$ cat src/rtl/psk_burst_phase_accum.sv
// psk_burst_phase_accum: M-PSK burst phase accumulator; CLK/RESET, burst config (PHASE_INC,T_IMPULSE,T_PERIOD,NUM_OF_IMP,CHIP_LEN,CODE_NUM,CODE), SIGN_START_GEN/OUT_REG_READY in; ROM_ADDRESS, SIGN_START_CALC/SIGN_STOP_CALC strobes, BUSY out
module psk_burst_phase_accum #(
  parameter int ACC_W = 32,
  parameter int ADDR_W = 12,
  parameter int PHASE_BITS = 1,
  parameter int MAX_CHIPS = 16,
  parameter int CNT_W = 16,
  parameter int PHASE_CONT = 0
) (
  input  logic                            CLK,
  input  logic                            RESET,
  input  logic [ACC_W-1:0]                PHASE_INC,
  input  logic [CNT_W-1:0]                T_IMPULSE,
  input  logic [CNT_W-1:0]                T_PERIOD,
  input  logic [7:0]                      NUM_OF_IMP,
  input  logic [CNT_W-1:0]                CHIP_LEN,
  input  logic [$clog2(MAX_CHIPS):0]      CODE_NUM,
  input  logic [MAX_CHIPS*PHASE_BITS-1:0] CODE,
  input  logic                            SIGN_START_GEN,
  input  logic                            OUT_REG_READY,
  output logic [ADDR_W-1:0]               ROM_ADDRESS,
  output logic                            SIGN_START_CALC,
  output logic                            SIGN_STOP_CALC,
  output logic                            BUSY
);
  localparam int CW = $clog2(MAX_CHIPS) + 1;
  localparam int IW = $clog2(MAX_CHIPS);
  typedef enum logic [1:0] {IDLE, PULSE, GAP} state_t;
  state_t state, state_n;
  logic start_q, armed, start_edge, cfg_ok, load, start_n, stop_n, chip_end;
  logic [ACC_W-1:0] inc_s, acc, acc_n;
  logic [CNT_W-1:0] t_imp_s, t_per_s, chip_len_s, gap_last;
  logic [CNT_W-1:0] cyc, cyc_n, chip_cnt, chip_cnt_n;
  logic [7:0] num_s, pulse_cnt, pulse_cnt_n;
  logic [CW-1:0] code_num_s;
  logic [MAX_CHIPS*PHASE_BITS-1:0] code_s;
  logic [IW-1:0] chip_idx, chip_idx_n;
  logic [PHASE_BITS-1:0] syms [MAX_CHIPS];
  logic [ADDR_W-1:0] addr_n;
  function automatic logic [ADDR_W-1:0] rom_addr(input logic [ACC_W-1:0] a, input logic [PHASE_BITS-1:0] s);
    return a[ACC_W-1 -: ADDR_W] + {s, {(ADDR_W-PHASE_BITS){1'b0}}};
  endfunction
  for (genvar j = 0; j < MAX_CHIPS; j++) begin : g_sym
    assign syms[j] = code_s[j*PHASE_BITS +: PHASE_BITS];
  end
  // armed blocks the first post-reset cycle so an input already high at release is not taken as an edge
  assign start_edge = armed & SIGN_START_GEN & ~start_q;
  assign cfg_ok = |NUM_OF_IMP && |T_IMPULSE && |CHIP_LEN && |CODE_NUM;
  assign gap_last = t_per_s > t_imp_s ? t_per_s - t_imp_s - 1'b1 : '0;
  assign chip_end = chip_cnt == chip_len_s - 1'b1;
  always_comb begin
    state_n = state;
    acc_n = acc;
    cyc_n = cyc;
    chip_cnt_n = chip_cnt;
    chip_idx_n = chip_idx;
    pulse_cnt_n = pulse_cnt;
    addr_n = ROM_ADDRESS;
    start_n = 1'b0;
    stop_n = 1'b0;
    load = 1'b0;
    if (OUT_REG_READY)
      case (state)
        IDLE: if (start_edge) begin
          load = 1'b1;
          if (cfg_ok) begin
            state_n = PULSE;
            acc_n = PHASE_CONT != 0 ? acc : '0;
            cyc_n = '0;
            chip_cnt_n = '0;
            chip_idx_n = '0;
            pulse_cnt_n = '0;
            addr_n = rom_addr(acc_n, CODE[PHASE_BITS-1:0]);
            start_n = 1'b1;
          end
        end
        PULSE: begin
          acc_n = acc + inc_s;
          if (cyc == t_imp_s - 1'b1) begin
            state_n = GAP;
            cyc_n = '0;
            pulse_cnt_n = pulse_cnt + 1'b1;
            addr_n = '0;
            stop_n = 1'b1;
          end else begin
            cyc_n = cyc + 1'b1;
            chip_cnt_n = chip_end ? '0 : chip_cnt + 1'b1;
            chip_idx_n = !chip_end ? chip_idx : {1'b0, chip_idx} == code_num_s - 1'b1 ? '0 : chip_idx + 1'b1;
            addr_n = rom_addr(acc_n, syms[chip_idx_n]);
          end
        end
        GAP: begin
          cyc_n = cyc + 1'b1;
          if (cyc == gap_last) begin
            cyc_n = '0;
            state_n = pulse_cnt == num_s ? IDLE : PULSE;
            if (pulse_cnt != num_s) begin
              acc_n = PHASE_CONT != 0 ? acc : '0;
              chip_cnt_n = '0;
              chip_idx_n = '0;
              addr_n = rom_addr(acc_n, syms[0]);
              start_n = 1'b1;
            end
          end
        end
        default: state_n = IDLE;
      endcase
  end
  always_ff @(posedge CLK)
    if (RESET) state <= IDLE;
    else state <= state_n;
  always_ff @(posedge CLK)
    if (RESET) begin
      start_q <= 1'b0;
      armed <= 1'b0;
      acc <= '0;
      cyc <= '0;
      chip_cnt <= '0;
      chip_idx <= '0;
      pulse_cnt <= '0;
      ROM_ADDRESS <= '0;
      SIGN_START_CALC <= 1'b0;
      SIGN_STOP_CALC <= 1'b0;
      BUSY <= 1'b0;
      inc_s <= '0;
      t_imp_s <= '0;
      t_per_s <= '0;
      num_s <= '0;
      chip_len_s <= '0;
      code_num_s <= '0;
      code_s <= '0;
    end else begin
      start_q <= SIGN_START_GEN;
      armed <= 1'b1;
      acc <= acc_n;
      cyc <= cyc_n;
      chip_cnt <= chip_cnt_n;
      chip_idx <= chip_idx_n;
      pulse_cnt <= pulse_cnt_n;
      ROM_ADDRESS <= addr_n;
      SIGN_START_CALC <= start_n;
      SIGN_STOP_CALC <= stop_n;
      BUSY <= state_n != IDLE;
      if (load) begin
        inc_s <= PHASE_INC;
        t_imp_s <= T_IMPULSE;
        t_per_s <= T_PERIOD;
        num_s <= NUM_OF_IMP;
        chip_len_s <= CHIP_LEN;
        code_num_s <= CODE_NUM;
        code_s <= CODE;
      end
    end
endmodule

$ cat config.mk
export PLATFORM = sky130hd
export DESIGN_NAME = psk_burst_phase_accum
export DESIGN_NICKNAME = d
export VERILOG_FILES = /design/src/rtl/psk_burst_phase_accum.sv
export SDC_FILE = /design/constraint.sdc
export NUM_CORES = 1
export LEC_CHECK = 0
export CORE_AREA = 2 2 206 208
export DETAILED_ROUTE_END_ITERATION = 16
export DIE_AREA = 0 0 208 210
export PLACE_DENSITY = 0.55
export SYNTH_ARGS = -nofsm -noshare
export SYNTH_HDL_FRONTEND = slang
export SYNTH_SLANG_ARGS = --single-unit
export TNS_END_PERCENT = 50
$ cat constraint.sdc
create_clock -name CLK -period 11.2 [get_ports CLK]
set_clock_uncertainty 0.15 [all_clocks]
set_input_delay 1.12 -clock CLK [delete_from_list [all_inputs] [get_ports CLK]]
set_output_delay 1.12 -clock CLK [all_outputs]
set_load 0.05 [all_outputs]
==> flow_summary.toml <==
[clock_tree]
clock_latency_ns = 0.53
cts-buffers-inserted = 24
cts_hold_buf = 0
path_clk_slew_ns = 0.06
clock_sinks = 204
cts_setup_buffers = 0
post_cts_resized = 0
h-tree-depth = 1
clock_path_buffers = 3
cts_tree = "built"
cts-root-buf = "clkbuf_16"

[cells_and_area]
fin_area_mm2 = 0.0147
regArea_mm2 = 0.00408
fillerInstances = 4390
antenna_cells = 0
multi_input_area_mm2 = 0.00762
area_growth_pct = 19.7
nNetsFinal = 1859
drive_above_1_share_pct = 4.30
fin_util_pct = 35.5

[timing]
layout_setup_ws_ns = 6.39
tightest_slew_ns = 1.07
slew_headroom_pct = 28.4
grt_setup_unrepaired = "false"
layout_worst_path_cycle_share_pct = 43.0
fmax_mhz = 208
fin_crit_ns = 4.81
hold_viol = 0
setup_violations = 0
maxSlewViolCount = 0
fin_setup_tns_ns = 0

[worst_setup_path]
worst-path-max-fanout = 43
required_ns = 11.46
crit_family = "simple AND/OR/NAND/NOR gates"
cp_slowest_stage_delay_ns = 0.63
critical_path_buf_inv_count = 2
crit_top_cell = "nor2_1"
cp-start-kind = "flop"
worstSetupEndpointType = "flop"
slowest_stage = "nor2_1"
path_cells = "inv_1, ha_1, nand4_1, or3_1, a21oi_1, nor3b_1, nor2_1, mux2i_1, and4_1, o2111a_1, a41oi_2, nor2_4, buf_4, nor2_1, a22o_1"
worst-setup-path-type = "flop to flop"
crit_arrival_ns = 5.08

[outcome]
status = "completed"

[die]
rows = 75
die_h_um = 210
dieArea_mm2 = 0.0437
placeableCoreArea_mm2 = 0.0415
initial_core_util_pct = 29.7
ios = 128
die_w_um = 208

[pwr]
power.total_uw = 1800
ir_drop_mv = 0.0865
p_leak_uw = 0.00556
powerDensity_mw_per_mm2 = 122

[placed_design]
dp_slack_ns = 6.41
finalWeightedCongestion = 0.877
port-buffer-count = 127
place_area_mm2 = 0.0140
hpwlAfterDp_um = 25600

[yosys]
ys_seq_area_share_pct = 33.2
syn_nets = 1792
async_reset_ff_share_pct = 0
synth.largest_area_cell = "dfxtp_1"
synth_edf_count = 0
ys_warn_count = 0
netlist_instances = 1618
synth_seq_cells = 204
ys_types = 88
syn_area_per_cell_um2 = 7.60
synth_top_area_share_pct = 33.2
syn_area_mm2 = 0.0123
synthTopCellsByArea = "dfxtp_1, nand2_1, a21oi_1, ha_1, xnor2_1"
synth_ff_type = "dfxtp_1"

[grt]
antenna_found_initial = 1
grt_max_degree = 77
grt-ovfl-total = 0
grt_usage_pct = 15.8
grt_pass1_wl_um = 57700
grt_pass1_vias = 11200

[detailed_routing]
drt.antenna.violating_nets = 0
drtPass1Iterations = 5
drc = 0
viasPerCell = 5.13
num_vias = 11500
totalWireLength_um = 34800
wl_per_cell_um = 15.6
drt_iter0_drc = 632

[run]
maxCapViolations = 0

[hold_path]
hp-class = "flop to flop"
-- routing by layer --
layer	global-route usage (%)	vias up	routed length, µm
li1	-	5823	-
met1	20.7	5419	16400
met2	27.4	185	16500
met3	2.15	39	1300
met4	3.57	2	573
met5	0	-	16
-- where the power goes --
group	internal (µW)	switching (µW)	leakage (µW)
Sequential	739	13.6	0.00165
Combinational	115	150	0.00354
Clock	474	308	0.000379
-- cells in the mapped netlist, drive strengths merged, types with 29 or more instances --
cell      n
nand2   314
a21oi   213
dfxtp   204
nor2     83
clkbuf   76
xnor2    72
nand3    67
inv      61
ha       59
xor2     52
o21ai    47
nor4     36
nand4    33
nor3     31
a21o     29
-- state kept, by name (all words and copies together) (netlist names), 2 cells and up --
signal	count
acc	32
inc_s	32
chip_cnt	16
chip_len_s	16
code_s	16
cyc	16
t_imp_s	16
t_per_s	16
ROM_ADDRESS	12
num_s	8
pulse_cnt	8
code_num_s	5
chip_idx	4
state	2
-- metrics by stage --
step                      hold slack, ns  std cells
after detailed placement           0.299       2198
final                              0.305       2236
after global placement             0.292       2198
after global routing               0.331       2236
after CTS                          0.307       2236
after floorplan                    0.281       1618
-- cell usage in the layout (no fill, tap or decap), types with 9 or more instances in the layout --
master           Yosys  routed
a21o_1              29      29
a21oi_1            213     213
a22o_1               9       9
and2_1               9       9
and3_1              19      18
buf_4                0      11
clkbuf_16            0      25
clkdlybuf4s50_1      0     126
dfxtp_1            204     204
ha_1                59      59
inv_1               61      61
mux2i_1              9       9
nand2_1            314     314
nand3_1             66      65
nand4_1             33      33
nor2_1              83      82
nor2b_1              9       9
nor3_1              30      30
nor4_1              32      32
o21ai_0             42      42
or3_1                9       9
xnor2_1             72      72
xor2_1              52      52
-- worst register-to-register path, stage by stage, from the launching register on --
cell,delay (ns)
dfxtp_1,0.42
inv_1,0.07
ha_1,0.43
nand4_1,0.18
or3_1,0.44
a21oi_1,0.14
nor3b_1,0.08
nor2_1,0.64
mux2i_1,0.25
and4_1,0.21
o2111a_1,0.29
a41oi_2,0.27
nor2_4,0.14
buf_4,0.43
nor2_1,0.28
a22o_1,0.29
-- kinds of logic (layout without fill, tap and decap cells) --
kind of cell    after synthesis  after routing  share of synthesized area [%]
fa+ha+maj                    61             61                           6.33
simple gates                657            657                           25.3
xor+xnor                    125            125                           9.01
flops                       204            204                           33.2
mux                          11             11                          0.915
buf+inv                     157            236                           5.01
compound gates              403            403                           20.2
-- worst paths after layout --
path | endpoint | slack [ns] | from | cells past startpoint
setup / recovery | ROM_ADDRESS[6]$_SDFFE_PP0P_ | 6.39 | t_imp_s[9]$_SDFFE_PP0P_ | 15
hold / removal | acc[25]$_SDFFE_PP0P_ | 0.30 | acc[25]$_SDFFE_PP0P_ | 2
hold reg to reg | acc[25]$_SDFFE_PP0P_ | 0.30 | acc[25]$_SDFFE_PP0P_ | 2
setup reg to reg | ROM_ADDRESS[6]$_SDFFE_PP0P_ | 6.39 | t_imp_s[9]$_SDFFE_PP0P_ | 15
-- layout make-up --
cell class | instances | area share (%)
multi-input cells | 1257 | 51.8
flip-flops and latches | 204 | 27.7
repair buffers | 137 | 9.13
clock buffers | 34 | 4.75
well taps | 539 | 4.58
inverters | 61 | 1.55
clock inverters | 4 | 0.476
No activity file was read; power rests on OpenSTA's default activity.
